<file path="src/rtl/norm_pkg.sv">
// Shared types and widths for the iterative normalizer (CLZ / CLS).
package norm_pkg;

  localparam int NORM_W  = 32;
  localparam int NORM_CW = 6;

  typedef enum logic [1:0] {
    IDLE,
    RUN,
    DONE
  } norm_state_t;

endpackage

</file>
<file path="src/rtl/norm_step.sv">
// Per-cycle normalization decision: is the current value already normalized,
// is it a degenerate operand (zero / all sign bits), and the next shifted value.
module norm_step
  import norm_pkg::*;
(
  input  logic [NORM_W-1:0] sh,
  input  logic              arith,
  output logic              is_norm,
  output logic              is_degenerate,
  output logic [NORM_W-1:0] next_sh
);

  // Signed mode normalizes when the top two bits differ; unsigned when the MSB is set.
  always_comb begin
    is_norm       = 1'b0;
    is_degenerate = 1'b0;
    next_sh       = sh << 1;
    if (arith) begin
      is_norm       = sh[NORM_W-1] ^ sh[NORM_W-2];
      is_degenerate = (sh == '0) || (sh == '1);
    end else begin
      is_norm       = sh[NORM_W-1];
      is_degenerate = (sh == '0);
    end
  end

endmodule

</file>
<file path="src/rtl/norm_unit.sv">
// Iterative normalizer: shifts the operand left one bit per clock until it is
// normalized, reporting the shift amount (CLZ for unsigned, CLS for signed).
module norm_unit
  import norm_pkg::*;
(
  input  logic               clk,
  input  logic               rst,
  input  logic               start,
  input  logic [NORM_W-1:0]  src,
  input  logic               arith,
  output logic               busy,
  output logic               done,
  output logic [NORM_W-1:0]  result,
  output logic [NORM_CW-1:0] count,
  output logic               zf
);

  norm_state_t        state_q;
  logic [NORM_W-1:0]  sh_q;
  logic [4:0]         cnt_q;
  logic               arith_q;
  logic               busy_q;
  logic               done_q;
  logic [NORM_W-1:0]  result_q;
  logic [NORM_CW-1:0] count_q;
  logic               zf_q;

  logic               is_norm;
  logic               is_degenerate;
  logic [NORM_W-1:0]  next_sh;
  logic [NORM_W-1:0]  degen_result;
  logic [NORM_CW-1:0] degen_count;

  norm_step u_step (
    .sh            (sh_q),
    .arith         (arith_q),
    .is_norm       (is_norm),
    .is_degenerate (is_degenerate),
    .next_sh       (next_sh)
  );

  // Degenerate operands are only possible on the first RUN cycle (shifting in
  // zeros can never create one), so sh still equals src here and src<<31 is
  // just the LSB moved to the top.
  always_comb begin
    degen_result = '0;
    degen_count  = 6'd32;
    if (arith_q) begin
      degen_result = {sh_q[0], {(NORM_W-1){1'b0}}};
      degen_count  = 6'd31;
    end
  end

  // Control FSM with registered handshake and result outputs.
  always_ff @(posedge clk) begin
    if (rst) begin
      state_q  <= IDLE;
      sh_q     <= '0;
      cnt_q    <= '0;
      arith_q  <= 1'b0;
      busy_q   <= 1'b0;
      done_q   <= 1'b0;
      result_q <= '0;
      count_q  <= '0;
      zf_q     <= 1'b0;
    end else begin
      case (state_q)
        IDLE, DONE: begin
          done_q <= 1'b0;
          if (start) begin
            sh_q    <= src;
            cnt_q   <= '0;
            arith_q <= arith;
            busy_q  <= 1'b1;
            state_q <= RUN;
          end else begin
            busy_q  <= 1'b0;
            state_q <= IDLE;
          end
        end
        RUN: begin
          if (is_degenerate) begin
            result_q <= degen_result;
            count_q  <= degen_count;
            zf_q     <= 1'b1;
            busy_q   <= 1'b0;
            done_q   <= 1'b1;
            state_q  <= DONE;
          end else if (is_norm) begin
            result_q <= sh_q;
            count_q  <= {1'b0, cnt_q};
            zf_q     <= 1'b0;
            busy_q   <= 1'b0;
            done_q   <= 1'b1;
            state_q  <= DONE;
          end else begin
            sh_q  <= next_sh;
            cnt_q <= cnt_q + 5'd1;
          end
        end
        default: begin
          busy_q  <= 1'b0;
          done_q  <= 1'b0;
          state_q <= IDLE;
        end
      endcase
    end
  end

  assign busy   = busy_q;
  assign done   = done_q;
  assign result = result_q;
  assign count  = count_q;
  assign zf     = zf_q;

endmodule

</file>
<file path="config.mk">
export PLATFORM = sky130hd
export DESIGN_NAME = norm_unit
export DESIGN_NICKNAME = d
export VERILOG_FILES = /design/src/rtl/norm_pkg.sv /design/src/rtl/norm_step.sv /design/src/rtl/norm_unit.sv
export SDC_FILE = /design/constraint.sdc
export NUM_CORES = 1
export LEC_CHECK = 0
export BUFFER_PORTS_ARGS = -buffer_cell sky130_fd_sc_hd__buf_2
export CORE_MARGIN = 2
export CORE_UTILIZATION = 30
export DETAILED_ROUTE_END_ITERATION = 16
export GPL_TIMING_DRIVEN = 0
export PLACE_DENSITY = 0.53
export SETUP_SLACK_MARGIN = 0.15
export SYNTH_ARGS = -nofsm -noshare
export SYNTH_HDL_FRONTEND = slang
export SYNTH_SLANG_ARGS = --single-unit
</file>
<file path="constraint.sdc">
create_clock -name clk -period 2.7 [get_ports clk]
set_input_delay 0.81 -clock clk [delete_from_list [all_inputs] [get_ports clk]]
set_output_delay 0.81 -clock clk [all_outputs]
set_load 0.1 [all_outputs]
</file>
## Yosys cells after proc, flatten, opt, wreduce, memory -nomap -nowiden

Index checks and enable logic that the tools add are counted.

- Add/sub/neg operators: 1
- $mul: 0
- Div/mod/pow operators: 0
- $lt $le $gt $ge: 0
- Equality and inequality tests: 7
- Shift-type cells: 0
- Muxes and demuxes: 27
- Bitwise operators: 2
- Reduce and logical (&&, ||, !) cells: 10

Operator list:

| cell | count |
|---|---|
| 32-bit two-way mux | 6 |
| 32-bit one-hot mux with 2 select lines | 1 |
| 32-bit == test (second input constant) | 1 |
| 32-bit zero test | 1 |
| 6-bit two-way mux | 3 |
| 5-bit two-way mux | 3 |
| 5-bit one-hot mux with 2 select lines | 1 |
| 1-bit two-way mux | 9 |
| 2-bit inequality test (second input constant) | 3 |
| 5-bit by 1-bit adder with 5-bit output (second input constant) | 1 |
| 2-bit two-way mux | 2 |
| 2-bit one-hot mux with 2 select lines | 1 |
| 2-bit AND reduction | 2 |
| 4-bit AND reduction | 1 |
| 2-bit nonzero test | 2 |
| 2-bit OR reduction | 2 |
| 3-bit inequality test (second input constant) | 1 |
| 2-bit by 1-bit == test with 1-bit output (second input constant) | 1 |
| 2-bit == test (second input constant) | 1 |
| 2-bit zero test | 1 |
| 1-bit one-hot mux with 2 select lines | 1 |
| 1-bit logical OR | 1 |
| 1-bit NOT | 1 |
| 1-bit XOR | 1 |

- Register bits: 81
- Bits in latches: 0
- Bits in writable memories: 0
- Memory bits (read-only): 0
- Input port bits: 36
- Output and inout port bits: 41
- Word-level logic and storage cells: 56
- Memories kept: 0

## Longest topological paths before layout

- Depth in word-level cells: 5
- Mapped depth: 10
- Gate-level depth less buffers: 8

## Cells and area by module

Synthesis repeated with hierarchy kept, for this count alone.

- Cells, all modules: 474
- Area total of the unflattened synthesis: 3749.8 µm²

Modules (own cells, without submodules):

| module | instances | cells each | area each (µm²) | seq. area each (µm²) |
|---|---|---|---|---|
| norm_unit | 1 | 414 | 3329.4 | 1621.6 |
| norm_step | 1 | 60 | 420.4 | 0.0 |

## Least setup slack after synthesis

No wires, ideal clock.

- Path kind: register to register
- Start: register sh_q[31]
- End: register sh_q[3]
- Setup time: 0.091 ns
- Arrival time: 1.922 ns
- Data required time: 2.609 ns
- Slack: 0.687 ns
- Cell stages (with the launch flop): 11
- Buffers on the path: 3
- Clock period less this slack: 2.013 ns
- Path through: dfxtp_1 -> inv_1 -> ha_1 -> nand2_1 -> o21ai_2 -> buf_2 -> o41ai_4 -> buf_6 -> buf_6 -> nor2_1 -> a311oi_1

- Word-level cells in the longest chain between the ends: 5
- Elaborated cells between the ends (all ways): 9
- Classes of those cells: eq/ne (3); mux (2); bitwise (1); reduce/logical (3)

Ends and longest elaborated chain:

| element | RTL line | RTL |
|---|---|---|
| from (decl) | norm_unit.sv:19 | `logic [NORM_W-1:0] sh_q;` |
| from (signal assigned) | norm_unit.sv:71 | `sh_q <= src;` |
| from (signal assigned) | norm_unit.sv:97 | `sh_q <= next_sh;` |
| 32-bit == test / 32-bit zero test (equally long branches) | norm_step.sv:20, norm_step.sv:23 |  |
| 1-bit logical OR | norm_step.sv:20 | `is_degenerate = (sh == '0) \|\| (sh == '1);` |
| 1-bit two-way mux | norm_step.sv:18 | `if (arith) begin` |
| 2-bit inequality test (no source line) | n/a |  |
| 4-bit AND reduction (no source line) (*) | n/a |  |

Mark *: on every way between the ends. The rest lies on a longest branch, timed or not.
A chain may end at the register's enable or synchronous reset.

## Final worst setup path

- Start: register sh_q[31]
- End: register result_q[24], in the netlist result[24]

- Word-level cells in the longest chain between the ends: 5
- Elaborated cells between the ends (all ways): 9
- Classes of those cells: eq/ne (1); mux (3); bitwise (1); reduce/logical (4)

Ends and longest elaborated chain:

| element | RTL line | RTL |
|---|---|---|
| 32-bit == test / 32-bit zero test (equally long branches) | norm_step.sv:20, norm_step.sv:23 |  |
| 1-bit logical OR | norm_step.sv:20 |  |
| 1-bit two-way mux | norm_step.sv:18 |  |
| 2-bit nonzero test (no source line) | n/a |  |
| 2-bit AND reduction (no source line) | n/a |  |
| to (signal assigned) | norm_unit.sv:83 | `result_q <= degen_result;` |
| to (signal assigned) | norm_unit.sv:90 | `result_q <= sh_q;` |
| to (decl) | norm_unit.sv:24 | `logic [NORM_W-1:0] result_q;` |

Several ways; a longest one is shown, not always the timed one.

==> flow_summary.ini <==
[outcome]
status = finished clean

[setup_path]
worst_setup_path_start_kind = flop
critPathSlowestCell = clkbuf_1
crit_path_max_fanout = 10
path_buf_inv = 2
worstPathCellList = inv_1 -> ha_1 -> nor4b_2 -> nand4_1 -> o21ai_2 -> nor4_2 -> clkbuf_1 -> a22o_1
arrival_ns = 2.64
worst_path_largest_cell_delay_ns = 0.50
worst_ep_required_time_ns = 2.98
critical_path_class = flop to flop
critical-path-top-delay-family = simple AND/OR/NAND/NOR gates
end_kind = flop

[layout]
drive_above_1_share_pct = 25.8
multi_input_area_um2 = 1610
areaGrowthSynthToFinish_pct = 25.0
diodes = 0
final_area_um2 = 4240
layout.nets = 492
utilization_pct = 38.8
final_common_cell = buf_2
filler_cell_count = 1143
final_cell_mix = buf_2, dfxtp_1, nand2_1
seq_area_um2 = 1620

[sta]
fin_skew_ns = 0.00848
fin_crit_sh_pct = 87.6
relSlewSlack_pct = 57.5
final-hold-violation-count = 0
rsz0062_at_grt = false
fmax_ghz = 0.423
fin_setup_tns_ns = 0
setup_violations = 0
slew_violations = 0
worst_pin_slew_ns = 0.638
fin_crit_ns = 2.37

[placed_design]
gp_congestion = 0.781
port_buffers = 76
detailed_place.area_um2 = 3950
dpl.hpwl_um = 7160

[synthesis]
ys_warn_count = 0
netlist_instances = 366
seq_area_frac_synth_pct = 47.8
synth_area_um2 = 3390
synth_area_per_cell_um2 = 9.27
synthDistinctLibCells = 39
synth_nets = 405
synth-seq-cells = 81

[global_routing]
grt_pass1_vias = 3012
grt_first_pass_wirelength_um = 15700
grt_util_all_layers_pct = 16.8
overflow = 0
antenna_found_initial = 0
grt_start_max_net_pins = 14

[clock_network]
hold_buffers = 0
clk_path_buf_depth = 2
cts_tree = yes
clkTransAtPathRegs_ns = 0.06
cts_resized = 1
cts_sinks = 81
cts_root_buffer = clkbuf_16
clock_latency_ns = 0.34
cts_inserted_buffers = 9
cts_max_level = 3
cts_setup_buffers = 0

[drt]
num_vias = 3118
wl_per_cell_um = 16.5
drc = 0
via_per_inst = 5.22
first_pass_iters = 4
drt_wl_total_um = 9830
drt_iter0_drc = 170
ant_nets = 0

[floorplan]
die_h_um = 110
start_util_pct = 31.0
die_width_um = 110
coreArea_um2 = 10900
num_rows = 38
ios = 77
dieArea_um2 = 12200

[power_and_ir_drop]
leakage_nw = 1.71
ir_drop_mv = 0.343
powerDensity_nw_per_um2 = 733

[flow_run]
maxCapViolations = 0

[worst_hold_path]
min_path_type = flop to flop
-- metrics by stage --
step	setup WS, ns	total power, mW	cells	hold slack (ns)
final	0.334	3.11	597	0.468
after CTS	0.334	3.13	597	0.475
after global placement	0.174	1.93	582	0.456
after floorplan	0.687	1.78	366	0.481
after detailed placement	0.142	1.94	582	0.458
after global routing	0.176	3.24	597	0.484
-- report_power, final --
group / internal [mW] / total (mW) / leakage, nW / switching (mW)
sequential: 1.28 / 1.38 / 0.662 / 0.107
combinational: 0.179 / 0.528 / 0.922 / 0.350
clock: 0.709 / 1.20 / 0.131 / 0.486
total: 2.17 / 3.11 / 1.71 / 0.942
-- area by class of cell --
cell class	instances	area share (%)
inverters	2	0.177
clock inverters	5	1.36
clock buffers	10	5.40
multi-input cells	253	38.0
plain buffers	30	3.80
repair buffers	76	8.96
well taps	140	4.13
flip-flops and latches	81	38.2
-- cells by family after synthesis --
| group | after synthesis | share of synthesized area (%) |
|---|---|---|
| compound gates | 91 | 24.3 |
| fa+ha+maj | 3 | 1.11 |
| buf+inv | 32 | 4.98 |
| flops | 81 | 47.8 |
| mux | 2 | 0.590 |
| simple gates | 157 | 21.3 |
-- cells in the mapped netlist (all sizes together) --
| cell | n | area (µm²) |
|---|---|---|
| dfxtp | 81 | 1620 |
| nand2 | 71 | 267 |
| nor2 | 38 | 150 |
| a22o | 31 | 272 |
| a311oi | 31 | 315 |
| clkbuf | 18 | 67.6 |
| buf | 12 | 93.8 |
| nand3 | 10 | 50.1 |
| nand4 | 10 | 62.6 |
| nor4 | 9 | 56.3 |
| a21oi | 6 | 30.0 |
| a31oi | 6 | 37.5 |
| nor3 | 6 | 30.0 |
| nand2b | 4 | 25.0 |
| o32ai | 4 | 35.0 |
| ha | 3 | 37.5 |
| o21ai | 3 | 22.5 |
| a211oi | 2 | 15.0 |
| a22oi | 2 | 15.0 |
| inv | 2 | 7.51 |
| mux2i | 2 | 20.0 |
| nand3b | 2 | 15.0 |
| nor2b | 2 | 20.0 |
| o311ai | 2 | 17.5 |
| o31ai | 2 | 28.8 |
| and2 | 1 | 7.51 |
| nand4b | 1 | 8.76 |
| nor3b | 1 | 7.51 |
| nor4b | 1 | 15.0 |
| o21a | 1 | 7.51 |
| o41ai | 1 | 27.5 |
| or3b | 1 | 8.76 |
-- routing by layer --
layer / wire [µm] / up-vias / part of all wire (%) / global-route usage (%)
li1: - / 1547 / - / -
met1: 4800 / 1468 / 49 / 23.9
met2: 4350 / 90 / 44 / 24.8
met3: 535 / 13 / 5.4 / 3.64
met4: 136 / 0 / 1.4 / 6.34
met5: 0 / - / 0 / 0
-- worst reg2reg max path: stages, from the launching register on --
cell and delay (ns):
dfxtp_1 0.36, inv_1 0.11, ha_1 0.21, nor4b_2 0.15, nand4_1 0.18, o21ai_2 0.17
nor4_2 0.41, clkbuf_1 0.50, a22o_1 0.22
-- sequential cells by signal, indices dropped and copies added, names as in the netlist --
| signal | cells |
|---|---|
| result | 32 |
| sh_q | 32 |
| count | 6 |
| cnt_q | 5 |
| state_q | 2 |
| arith_q | 1 |
| busy | 1 |
| done | 1 |
| zf | 1 |
-- final timing paths --
| kind | from | end | cells after the start | slack (ns) |
|---|---|---|---|---|
| min reg2reg | result[11] | result[11] | 1 | 0.47 |
| max reg2reg | sh_q[31] | result[24] | 8 | 0.33 |
| max | sh_q[31] | result[24] | 8 | 0.33 |
| min | result[11] | result[11] | 1 | 0.47 |
No activity file was read; power rests on OpenSTA's default activity.
